$ cat src/rtl/vga_pkg.sv
// VGA timing constants shared with the sync generator,
// plus the update-scheduler state encoding.
package vga_pkg;

  localparam int VGA_H_ACTIVE   = 640;
  localparam int VGA_H_FP_END   = 656;
  localparam int VGA_H_SYNC_END = 752;
  localparam int VGA_H_TOTAL    = 800;

  localparam int VGA_V_ACTIVE = 480;
  localparam int VGA_V_TOTAL  = 525;

  localparam int VGA_ADDR_W = 4;
  localparam int VGA_DATA_W = 8;
  localparam int VGA_MAX_WR = 16;

  typedef enum logic {
    ST_IDLE = 1'b0,
    ST_HOLD = 1'b1
  } sched_state_e;

endpackage

$ cat src/rtl/vga_update_scheduler_if.sv
// Requester side and register-file write port of the
// display-register update scheduler.
interface vga_update_scheduler_if #(
  parameter int ADDR_W = 4,
  parameter int DATA_W = 8
);

  logic              req0;
  logic [ADDR_W-1:0] addr0;
  logic [DATA_W-1:0] data0;
  logic              ack0;

  logic              req1;
  logic [ADDR_W-1:0] addr1;
  logic [DATA_W-1:0] data1;
  logic              ack1;

  logic              wr_en;
  logic [ADDR_W-1:0] wr_addr;
  logic [DATA_W-1:0] wr_data;

  modport master (
    output req0, addr0, data0,
    output req1, addr1, data1,
    input  ack0, ack1,
    input  wr_en, wr_addr, wr_data
  );

  modport slave (
    input  req0, addr0, data0,
    input  req1, addr1, data1,
    output ack0, ack1,
    output wr_en, wr_addr, wr_data
  );

endinterface

$ cat src/rtl/vga_update_scheduler_rr_arb2.sv
// Two-way round-robin arbiter: ptr selects who wins a tie,
// a sole requester always wins.
module rr_arb2 (
  input  logic [1:0] req_i,
  input  logic       ptr_i,
  output logic [1:0] grant_o
);

  // Tie goes to the pointed-at requester.
  always_comb begin
    grant_o    = 2'b00;
    grant_o[0] = req_i[0] & (~req_i[1] | ~ptr_i);
    grant_o[1] = req_i[1] & (~req_i[0] |  ptr_i);
  end

endmodule

$ cat src/rtl/vga_update_scheduler.sv
// Grants register-file writes only during vertical blanking,
// round-robin between two requesters, capped per frame.
module vga_update_scheduler
  import vga_pkg::*;
#(
  parameter int V_ACTIVE = VGA_V_ACTIVE,
  parameter int V_TOTAL  = VGA_V_TOTAL,
  parameter int ADDR_W   = VGA_ADDR_W,
  parameter int DATA_W   = VGA_DATA_W,
  parameter int MAX_WR   = VGA_MAX_WR
) (
  input  logic       clk,
  input  logic       reset,
  input  logic [9:0] pix_y_i,
  vga_update_scheduler_if.slave bus,
  output logic       win_open_o,
  output logic       frame_done_o
);

  localparam int CNT_W = $clog2(MAX_WR + 1);

  localparam logic [9:0] WIN_LO = 10'(V_ACTIVE);
  localparam logic [9:0] WIN_HI = 10'(V_TOTAL - 2);

  localparam logic [CNT_W-1:0] CNT_MAX =
    CNT_W'(MAX_WR);

  sched_state_e state_q, state_d;

  logic win;
  logic win_rise;
  logic win_fall;
  logic win_open_q;
  logic frame_done_q;

  logic rr_ptr_q, rr_ptr_d;

  logic [CNT_W-1:0] wr_cnt_q, wr_cnt_d;
  logic [CNT_W-1:0] cnt_eff;

  logic       can_grant;
  logic       granted;
  logic [1:0] arb_req;
  logic [1:0] grant;

  logic wr_en_q, wr_en_d;
  logic ack0_q, ack0_d;
  logic ack1_q, ack1_d;

  logic [ADDR_W-1:0] wr_addr_q, wr_addr_d;
  logic [DATA_W-1:0] wr_data_q, wr_data_d;

  // The last line is a guard: a grant made on it would
  // land in visible line 0.
  assign win = (pix_y_i >= WIN_LO) &&
               (pix_y_i <= WIN_HI);

  assign win_rise = win & ~win_open_q;
  assign win_fall = ~win & win_open_q;

  // A window opening restarts the budget in the same
  // cycle, so a saturated count cannot block its first grant.
  assign cnt_eff = win_rise ? '0 : wr_cnt_q;

  assign can_grant = (state_q == ST_IDLE) && win &&
                     (cnt_eff < CNT_MAX);

  assign arb_req = can_grant ?
                   {bus.req1, bus.req0} : 2'b00;

  rr_arb2 u_arb (
    .req_i   (arb_req),
    .ptr_i   (rr_ptr_q),
    .grant_o (grant)
  );

  assign granted = |grant;

  // Next state and the registered write/ack values.
  always_comb begin
    state_d   = state_q;
    wr_en_d   = 1'b0;
    ack0_d    = 1'b0;
    ack1_d    = 1'b0;
    wr_addr_d = wr_addr_q;
    wr_data_d = wr_data_q;
    unique case (state_q)
      ST_IDLE: begin
        if (granted) begin
          state_d = ST_HOLD;
          wr_en_d = 1'b1;
          ack0_d  = grant[0];
          ack1_d  = grant[1];
          unique case (1'b1)
            grant[0]: begin
              wr_addr_d = bus.addr0;
              wr_data_d = bus.data0;
            end
            grant[1]: begin
              wr_addr_d = bus.addr1;
              wr_data_d = bus.data1;
            end
          endcase
        end
      end
      ST_HOLD: begin
        state_d = ST_IDLE;
      end
    endcase
  end

  // Loser of a grant gets priority next time.
  always_comb begin
    rr_ptr_d = rr_ptr_q;
    if (grant[0]) begin
      rr_ptr_d = 1'b1;
    end else if (grant[1]) begin
      rr_ptr_d = 1'b0;
    end
  end

  // Per-window grant count, cleared on window open.
  always_comb begin
    wr_cnt_d = wr_cnt_q;
    if (win_rise) begin
      wr_cnt_d = granted ? CNT_W'(1) : '0;
    end else if (granted && wr_cnt_q != CNT_MAX) begin
      wr_cnt_d = wr_cnt_q + CNT_W'(1);
    end
  end

  // State, arbitration and output registers.
  always_ff @(posedge clk or posedge reset) begin
    if (reset) begin
      state_q      <= ST_IDLE;
      rr_ptr_q     <= 1'b0;
      wr_cnt_q     <= '0;
      win_open_q   <= 1'b0;
      frame_done_q <= 1'b0;
      wr_en_q      <= 1'b0;
      ack0_q       <= 1'b0;
      ack1_q       <= 1'b0;
      wr_addr_q    <= '0;
      wr_data_q    <= '0;
    end else begin
      state_q      <= state_d;
      rr_ptr_q     <= rr_ptr_d;
      wr_cnt_q     <= wr_cnt_d;
      win_open_q   <= win;
      frame_done_q <= win_fall;
      wr_en_q      <= wr_en_d;
      ack0_q       <= ack0_d;
      ack1_q       <= ack1_d;
      wr_addr_q    <= wr_addr_d;
      wr_data_q    <= wr_data_d;
    end
  end

  assign bus.wr_en   = wr_en_q;
  assign bus.wr_addr = wr_addr_q;
  assign bus.wr_data = wr_data_q;
  assign bus.ack0    = ack0_q;
  assign bus.ack1    = ack1_q;

  assign win_open_o   = win_open_q;
  assign frame_done_o = frame_done_q;

endmodule
$ cat src/flat_wrapper.sv
// flat-port wrapper written by rule: the top's interface ports become plain ports
module vga_update_scheduler_flat import vga_pkg::*;
#(
  parameter int V_ACTIVE = VGA_V_ACTIVE,
  parameter int V_TOTAL  = VGA_V_TOTAL,
  parameter int ADDR_W   = VGA_ADDR_W,
  parameter int DATA_W   = VGA_DATA_W,
  parameter int MAX_WR   = VGA_MAX_WR
)
  (clk, reset, pix_y_i, win_open_o, frame_done_o, bus_req0, bus_addr0, bus_data0, bus_req1, bus_addr1, bus_data1, bus_ack0, bus_ack1, bus_wr_en, bus_wr_addr, bus_wr_data);
  vga_update_scheduler_if #(.ADDR_W(ADDR_W), .DATA_W(DATA_W)) bus_i ();
  input  logic clk;
  input  logic reset;
  input  logic [9:0] pix_y_i;
  output logic win_open_o;
  output logic frame_done_o;
  input wire logic [$bits(bus_i.req0)-1:0] bus_req0;
  input wire logic [$bits(bus_i.addr0)-1:0] bus_addr0;
  input wire logic [$bits(bus_i.data0)-1:0] bus_data0;
  input wire logic [$bits(bus_i.req1)-1:0] bus_req1;
  input wire logic [$bits(bus_i.addr1)-1:0] bus_addr1;
  input wire logic [$bits(bus_i.data1)-1:0] bus_data1;
  output wire logic [$bits(bus_i.ack0)-1:0] bus_ack0;
  output wire logic [$bits(bus_i.ack1)-1:0] bus_ack1;
  output wire logic [$bits(bus_i.wr_en)-1:0] bus_wr_en;
  output wire logic [$bits(bus_i.wr_addr)-1:0] bus_wr_addr;
  output wire logic [$bits(bus_i.wr_data)-1:0] bus_wr_data;
  assign bus_i.req0 = bus_req0;
  assign bus_i.addr0 = bus_addr0;
  assign bus_i.data0 = bus_data0;
  assign bus_i.req1 = bus_req1;
  assign bus_i.addr1 = bus_addr1;
  assign bus_i.data1 = bus_data1;
  assign bus_ack0 = bus_i.ack0;
  assign bus_ack1 = bus_i.ack1;
  assign bus_wr_en = bus_i.wr_en;
  assign bus_wr_addr = bus_i.wr_addr;
  assign bus_wr_data = bus_i.wr_data;
  vga_update_scheduler #(.V_ACTIVE(V_ACTIVE), .V_TOTAL(V_TOTAL), .ADDR_W(ADDR_W), .DATA_W(DATA_W), .MAX_WR(MAX_WR)) u_core (.clk(clk), .reset(reset), .pix_y_i(pix_y_i), .bus(bus_i), .win_open_o(win_open_o), .frame_done_o(frame_done_o));
endmodule
$ cat config.mk
export PLATFORM = sky130hd
export DESIGN_NAME = vga_update_scheduler_flat
export DESIGN_NICKNAME = d
export VERILOG_FILES = /design/src/rtl/vga_pkg.sv /design/src/rtl/vga_update_scheduler_if.sv /design/src/rtl/vga_update_scheduler_rr_arb2.sv /design/src/rtl/vga_update_scheduler.sv /design/src/flat_wrapper.sv
export SDC_FILE = /design/constraint.sdc
export NUM_CORES = 1
export LEC_CHECK = 0
export CORE_ASPECT_RATIO = 0.5
export CORE_MARGIN = 10
export CORE_UTILIZATION = 41
export DETAILED_ROUTE_END_ITERATION = 12
export PLACE_DENSITY = 0.75
export SYNTH_ARGS = -nofsm -noshare
export SYNTH_HDL_FRONTEND = slang
export SYNTH_SLANG_ARGS = --single-unit
$ cat constraint.sdc
create_clock -name clk -period 2.18 [get_ports clk]
set_input_delay 0.436 -clock clk [delete_from_list [all_inputs] [get_ports clk]]
set_output_delay 0.436 -clock clk [all_outputs]
set_load 0.01 [all_outputs]
Word level (Yosys, flattened, before mapping)
Cells that the tools add are included.
- register bits after elaboration: 24
- latch bits: 0
- memory bits (writable): 0
- bits in read-only memories: 0
- input bits: 38
- output and inout bits: 17
- memories kept: 0
- $add $sub $neg: 1
- multiply operators: 0
- divide/modulo/power cells: 0
- order comparisons: 3
- eq/ne operators: 1
- shift operators: 0
- mux-type cells: 16
- bitwise gates (word level): 12
- reductions and logical operators: 8
- operators by type and width (cell ; number):
    8-bit case mux with 2 select lines ; 1
    5-bit two-way mux ; 3
    10-bit by 9-bit greater-or-equal comparator with 1-bit output, second input constant ; 1
    10-bit <= comparator, second input constant ; 1
    1-bit two-way mux ; 9
    4-bit case mux with 2 select lines ; 1
    1-bit NOT ; 6
    5-bit by 1-bit adder with 5-bit output, second input constant ; 1
    5-bit < comparator, second input constant ; 1
    5-bit inequality test, second input constant ; 1
    1-bit AND ; 4
    1-bit logical AND ; 4
    2-bit nonzero test ; 2
    2-bit two-way mux ; 1
    1-bit OR ; 2
    1-bit case mux with 2 select lines ; 1
    2-bit AND reduction ; 1
    2-bit OR reduction ; 1

Depth between registers and ports, before layout
- word-level depth: 14
- gate-level depth with buffers: 5

Modules after synthesis
From an unflattened synthesis, not the netlist that was laid out.
- cells, all modules: 110
- area, all modules: 1139.8 µm²
- modules (own cells, without submodules) (module ; times used ; cells an instance ; area an instance (µm²) ; sequential area each (µm²)):
    vga_update_scheduler ; 1 ; 107 ; 1121.1 ; 575.6
    rr_arb2 ; 1 ; 3 ; 18.8 ; 0.0

Worst setup path after synthesis
No wires, ideal clock.
- path type: input port to flip-flop
- from: in bus_req0
- to: reg u_core.wr_data_q[0], in the netlist u_core.bus.wr_data[0]
- arrival: 1.651 ns
- required time: 2.055 ns
- path slack: 0.404 ns
- cell stages on the path: 5
- buffers on the path: 1
- path through: inv_1 -> o21ai_0 -> buf_2 -> mux2_2 -> mux2_2
- longest elaborated chain between the ends: 6
- elaborated cells between the ends (all ways): 8
- those cells by class: mux (2); bitwise (4); reduce/logical (2)
- ends and longest elaborated chain (item ; RTL line ; text):
    from (decl) ; flat_wrapper.sv:17 ; input wire logic [$bits(bus_i.req0)-1:0] bus_req0;
    2-bit two-way mux * ; vga_update_scheduler.sv:68 ; assign arb_req = can_grant ?
    1-bit NOT ; vga_update_scheduler_rr_arb2.sv:13 ; grant_o[1] = req_i[1] & (~req_i[0] | ptr_i);
    1-bit OR ; vga_update_scheduler_rr_arb2.sv:13 ;
    1-bit AND ; vga_update_scheduler_rr_arb2.sv:13 ;
    2-bit OR reduction ; vga_update_scheduler.sv:77 ; assign granted = |grant;
    2-bit AND reduction (no line) ; - ;
    to (signal assigned) ; vga_update_scheduler.sv:155 ; wr_data_q <= wr_data_d;
    to (decl) ; vga_update_scheduler.sv:51 ; logic [DATA_W-1:0] wr_data_q, wr_data_d;
Every way passes the cells marked *; elsewhere a longest branch is shown, timed or not.
A chain may end at the register's enable or synchronous reset.

Final worst setup path
- from: in pix_y_i[6]
- to: reg u_core.wr_data_q[1], in the netlist u_core.bus.wr_data[1]
- longest elaborated chain between the ends: 12
- elaborated cells between the ends (all ways): 18
- those cells by class: order compare (3); mux (3); bitwise (7); reduce/logical (5)
- ends and longest elaborated chain (item ; RTL line ; text):
    from (decl) ; flat_wrapper.sv:14 ; input logic [9:0] pix_y_i;
    10-bit by 9-bit greater-or-equal comparator with 1-bit output / 10-bit <= comparator (equally long branches) ; vga_update_scheduler.sv:55, vga_update_scheduler.sv:56 ;
    1-bit logical AND * ; vga_update_scheduler.sv:55 ; assign win = (pix_y_i >= WIN_LO) &&
    1-bit AND ; vga_update_scheduler.sv:58 ; assign win_rise = win & ~win_open_q;
    5-bit two-way mux ; vga_update_scheduler.sv:63 ; assign cnt_eff = win_rise ? '0 : wr_cnt_q;
    5-bit < comparator ; vga_update_scheduler.sv:66 ; (cnt_eff < CNT_MAX);
    1-bit logical AND * ; vga_update_scheduler.sv:65 ; assign can_grant = (state_q == ST_IDLE) && win &&
    2-bit two-way mux * ; vga_update_scheduler.sv:68 ;
    1-bit NOT (on tied branches) ; vga_update_scheduler_rr_arb2.sv:12, vga_update_scheduler_rr_arb2.sv:13 ;
    1-bit OR (on tied branches) ; vga_update_scheduler_rr_arb2.sv:12, vga_update_scheduler_rr_arb2.sv:13 ;
    1-bit AND (on tied branches) ; vga_update_scheduler_rr_arb2.sv:12, vga_update_scheduler_rr_arb2.sv:13 ;
    2-bit OR reduction ; vga_update_scheduler.sv:77 ;
    2-bit AND reduction (no line) ; - ;
Marked as above.

==> metrics.yaml <==
clocking:
  numCtsBuffers: 3
  cts_root_buf: "clkbuf_8"
  cts_tree: "done"
  path_clk_slew_ns: 0.08
  clk_latency_ns: 0.26
  postCtsSetupBuffers: 0
  cts.sinks: 23
  hold_buffers: 0
  htree_levels: 1
  clockBufferDepth: 2
  post_cts_resized: 0
grt:
  grt_pass1_vias: 1000
  grt_usage_pct: 11.0
  antenna_found_initial: 0
  use_met1_pct: 11.6
  grt_pass1_wl_um: 5130
  grt_max_degree: 24
  grt_use_met2_pct: 21.5
  grt.overflow.total: 0
  gr-max-usage-layer: "met2"
  use_met3_pct: 3.03
critical_path:
  crit_chain: "clkdlybuf4s50_1, nor4b_4, a22oi_2, nor3b_4, buf_12, mux2_2"
  worstSetupPathType: "input port to flip-flop"
  crit_end: "u_core.bus.wr_data[1]$_DFFE_PP0P_"
  path_max_fanout: 14
  rrSetupSlack_ns: 0.48
  crit_path_start_kind: "input port"
  r2r_end: "u_core.bus.wr_data[1]$_DFFE_PP0P_"
  critPathSlowestCell: "clkdlybuf4s50_1"
  rr_worst_depth: 4
  end_kind: "flip-flop"
  crit_start: "pix_y_i[6]"
  cp.arrival_ns: 2.14
  worstPathRequired_ns: 2.33
  worstReg2RegStart: "u_core.wr_cnt_q[4]$_DFFE_PP0P_"
  slowest_delay_ns: 0.47
finish:
  drive_gt1_share_pct: 25.7
  finalCoreUtilization_pct: 68.7
  area_growth_pct: 53.2
  antenna_cells_inserted: 0
  stdcell_count: 189
  fin_nets: 193
route:
  viasPerCell: 5.00
  vias: 945
  drcViolationCount: 0
  wl_per_cell_um: 16.5
  drtAntennaViolNets: 0
  routed_wl_um: 3120
  first_iter_violations: 27
  dr.pass1.iters: 4
synthesis:
  ys_seq_elements: 23
  ys_top_cells_by_area: "dfrtp_1, mux2_2, mux2_4"
  synth_top_cell_area_share_pct: 47.5
  syn_avg_cell_area_um2: 13.2
  synthArstFlopShare_pct: 100
  synthCells: 92
  yosysWarningCount: 0
  synth.distinct_cells: 30
  ys.flop_type: "dfrtp_1"
  synth.net_count: 132
  ys_seq_area_share_pct: 47.5
  netlist_area_um2: 1210
  synth_edf_count: 0
  synth_area_leader_cell: "dfrtp_1"
floorplan:
  die_w_um: 96.9
  dieArea_um2: 5660
  initial_core_util_pct: 44.9
  ios: 55
  die_y_um: 58.4
  std_cell_rows: 13
  core_area_um2: 2700
power:
  vdd_drop_max_uv: 499
  leakage_nw: 0.780
  power_density_nw_per_um2: 719
timing:
  worstMarginPinSlew_ns: 0.476
  final-hold-violation-count: 0
  finalCritPeriodShare_pct: 91.2
  slew_headroom_pct: 68.2
  clock.fmax_mhz: 503
  finalCriticalPeriod_ns: 1.99
  setup_viol: 0
  rsz0062_at_grt: "false"
  slew_violations: 0
  tns_ns: 0
  finalClockSkew_ns: 0.00239
  timing.hold.ws_ns: 0.516
min_path:
  min_path_type: "flip-flop to flip-flop"
  min_delay_path_depth: 1
placed_design:
  dp.cells: 185
  dp_hpwl_um: 2510
  place.gp.congestion: 0.851
  port_buffers: 52
run_status:
  outcome: "finished clean"
run:
  maxCapViolCount: 0
kinds of logic after synthesis:
kind of cell / share of synthesized area [%]
muxes: 24.8
adders and majority gates: 2.07
AOI/OAI and AO/OA: 11.8
buffers and inverters: 4.85
and+or+nand+nor: 8.26
DFF: 47.5
xor gates and xnor gates: 0.723
Yosys cell counts, drive strengths merged, types with 2 or more instances:
master,count
mux2,24
nor3,2
ha,2
buf,2
dfrtp,23
a41oi,2
a211oi,2
inv,8
nor2,4
o21ai,3
a21oi,4
sequential cells by signal, summed over array words and instances, names as in the netlist:
register	flops
u_core.rr_ptr_q	1
u_core.bus.wr_addr	4
u_core.bus.wr_data	8
u_core.bus.ack1	1
u_core.bus.ack0	1
u_core.frame_done_o	1
u_core.wr_cnt_q	5
u_core.state_q	1
u_core.win_open_o	1
cell type report:
type                            instances  area [um^2]
Clock buffer                            4         45.0
Fill cell                             201          845
Inverter                                9         33.8
Multi-Input combinational cell         58          577
Sequential cell                        23          576
Tap cell                               37         46.3
Timing Repair Buffer                   58          578
metrics by stage:
stage	area (um^2)	worst slack, ns	total power (W)
final	1860	0.192	0.00133
after CTS	1860	0.180	0.00135
after floorplan	1210	0.404	0.000809
after global routing	1860	0.142	0.00141
after global placement	1810	-0.0573	0.00107
after detailed placement	1810	-0.0806	0.00108
worst max-delay path: cells and delay by family:
family | cells | cell delay (ns)
buf+inv | 2 | 0.66
simple gates | 2 | 0.55
mux | 1 | 0.35
compound gates | 1 | 0.15
placed cells by master (no fill, tap or decap):
cell	n
a31oi_1	1
buf_12	1
clkbuf_1	1
clkdlybuf4s50_1	52
ha_1	2
a41o_1	1
nand3_1	1
a21oi_1	4
clkbuf_8	3
nor2_1	4
a211oi_1	1
nor4_1	1
o21ai_0	2
o21ai_1	1
a211oi_4	1
o41ai_1	1
inv_1	8
nor4b_4	1
nor3_1	2
mux2_2	16
nor3b_4	1
and4b_2	1
o31ai_1	1
mux2_4	8
buf_4	5
clkinv_1	1
nand2_1	1
a22o_1	1
nor2b_1	1
a41oi_1	2
a31o_2	1
xnor2_1	1
dfrtp_1	23
a22oi_2	1
power by group:
group          internal, W  switching, W  total [W]  leakage (nW)
clock network     0.000130      0.000138   0.000269        0.0228
logic             0.000317      0.000164   0.000481         0.462
registers         0.000521     0.0000628   0.000583         0.295
total             0.000968      0.000365    0.00133         0.780
per-layer routing:
| layer | up-vias | routed length, um | part of all wire (%) |
|---|---|---|---|
| met1 | 449 | 1290 | 41 |
| met5 | - | 0 | 0 |
| met2 | 35 | 1670 | 53 |
| met3 | 2 | 148 | 4.7 |
| li1 | 459 | - | - |
| met4 | 0 | 14 | 0.45 |
worst min-delay path by stage:
stage | startpoint | endpoint | slack (ns)
after floorplan | reset | u_core.bus.ack0$_DFF_PP0_ | 0.44
after global placement | u_core.bus.wr_data[2]$_DFFE_PP0P_ | u_core.bus.wr_data[2]$_DFFE_PP0P_ | 0.49
after detailed placement | u_core.bus.wr_data[3]$_DFFE_PP0P_ | u_core.bus.wr_data[3]$_DFFE_PP0P_ | 0.50
after CTS | u_core.bus.wr_data[3]$_DFFE_PP0P_ | u_core.bus.wr_data[3]$_DFFE_PP0P_ | 0.52
after global routing | u_core.bus.wr_data[3]$_DFFE_PP0P_ | u_core.bus.wr_data[3]$_DFFE_PP0P_ | 0.53
final | u_core.bus.wr_data[3]$_DFFE_PP0P_ | u_core.bus.wr_data[3]$_DFFE_PP0P_ | 0.52
(Power assumes the default switching activity.)
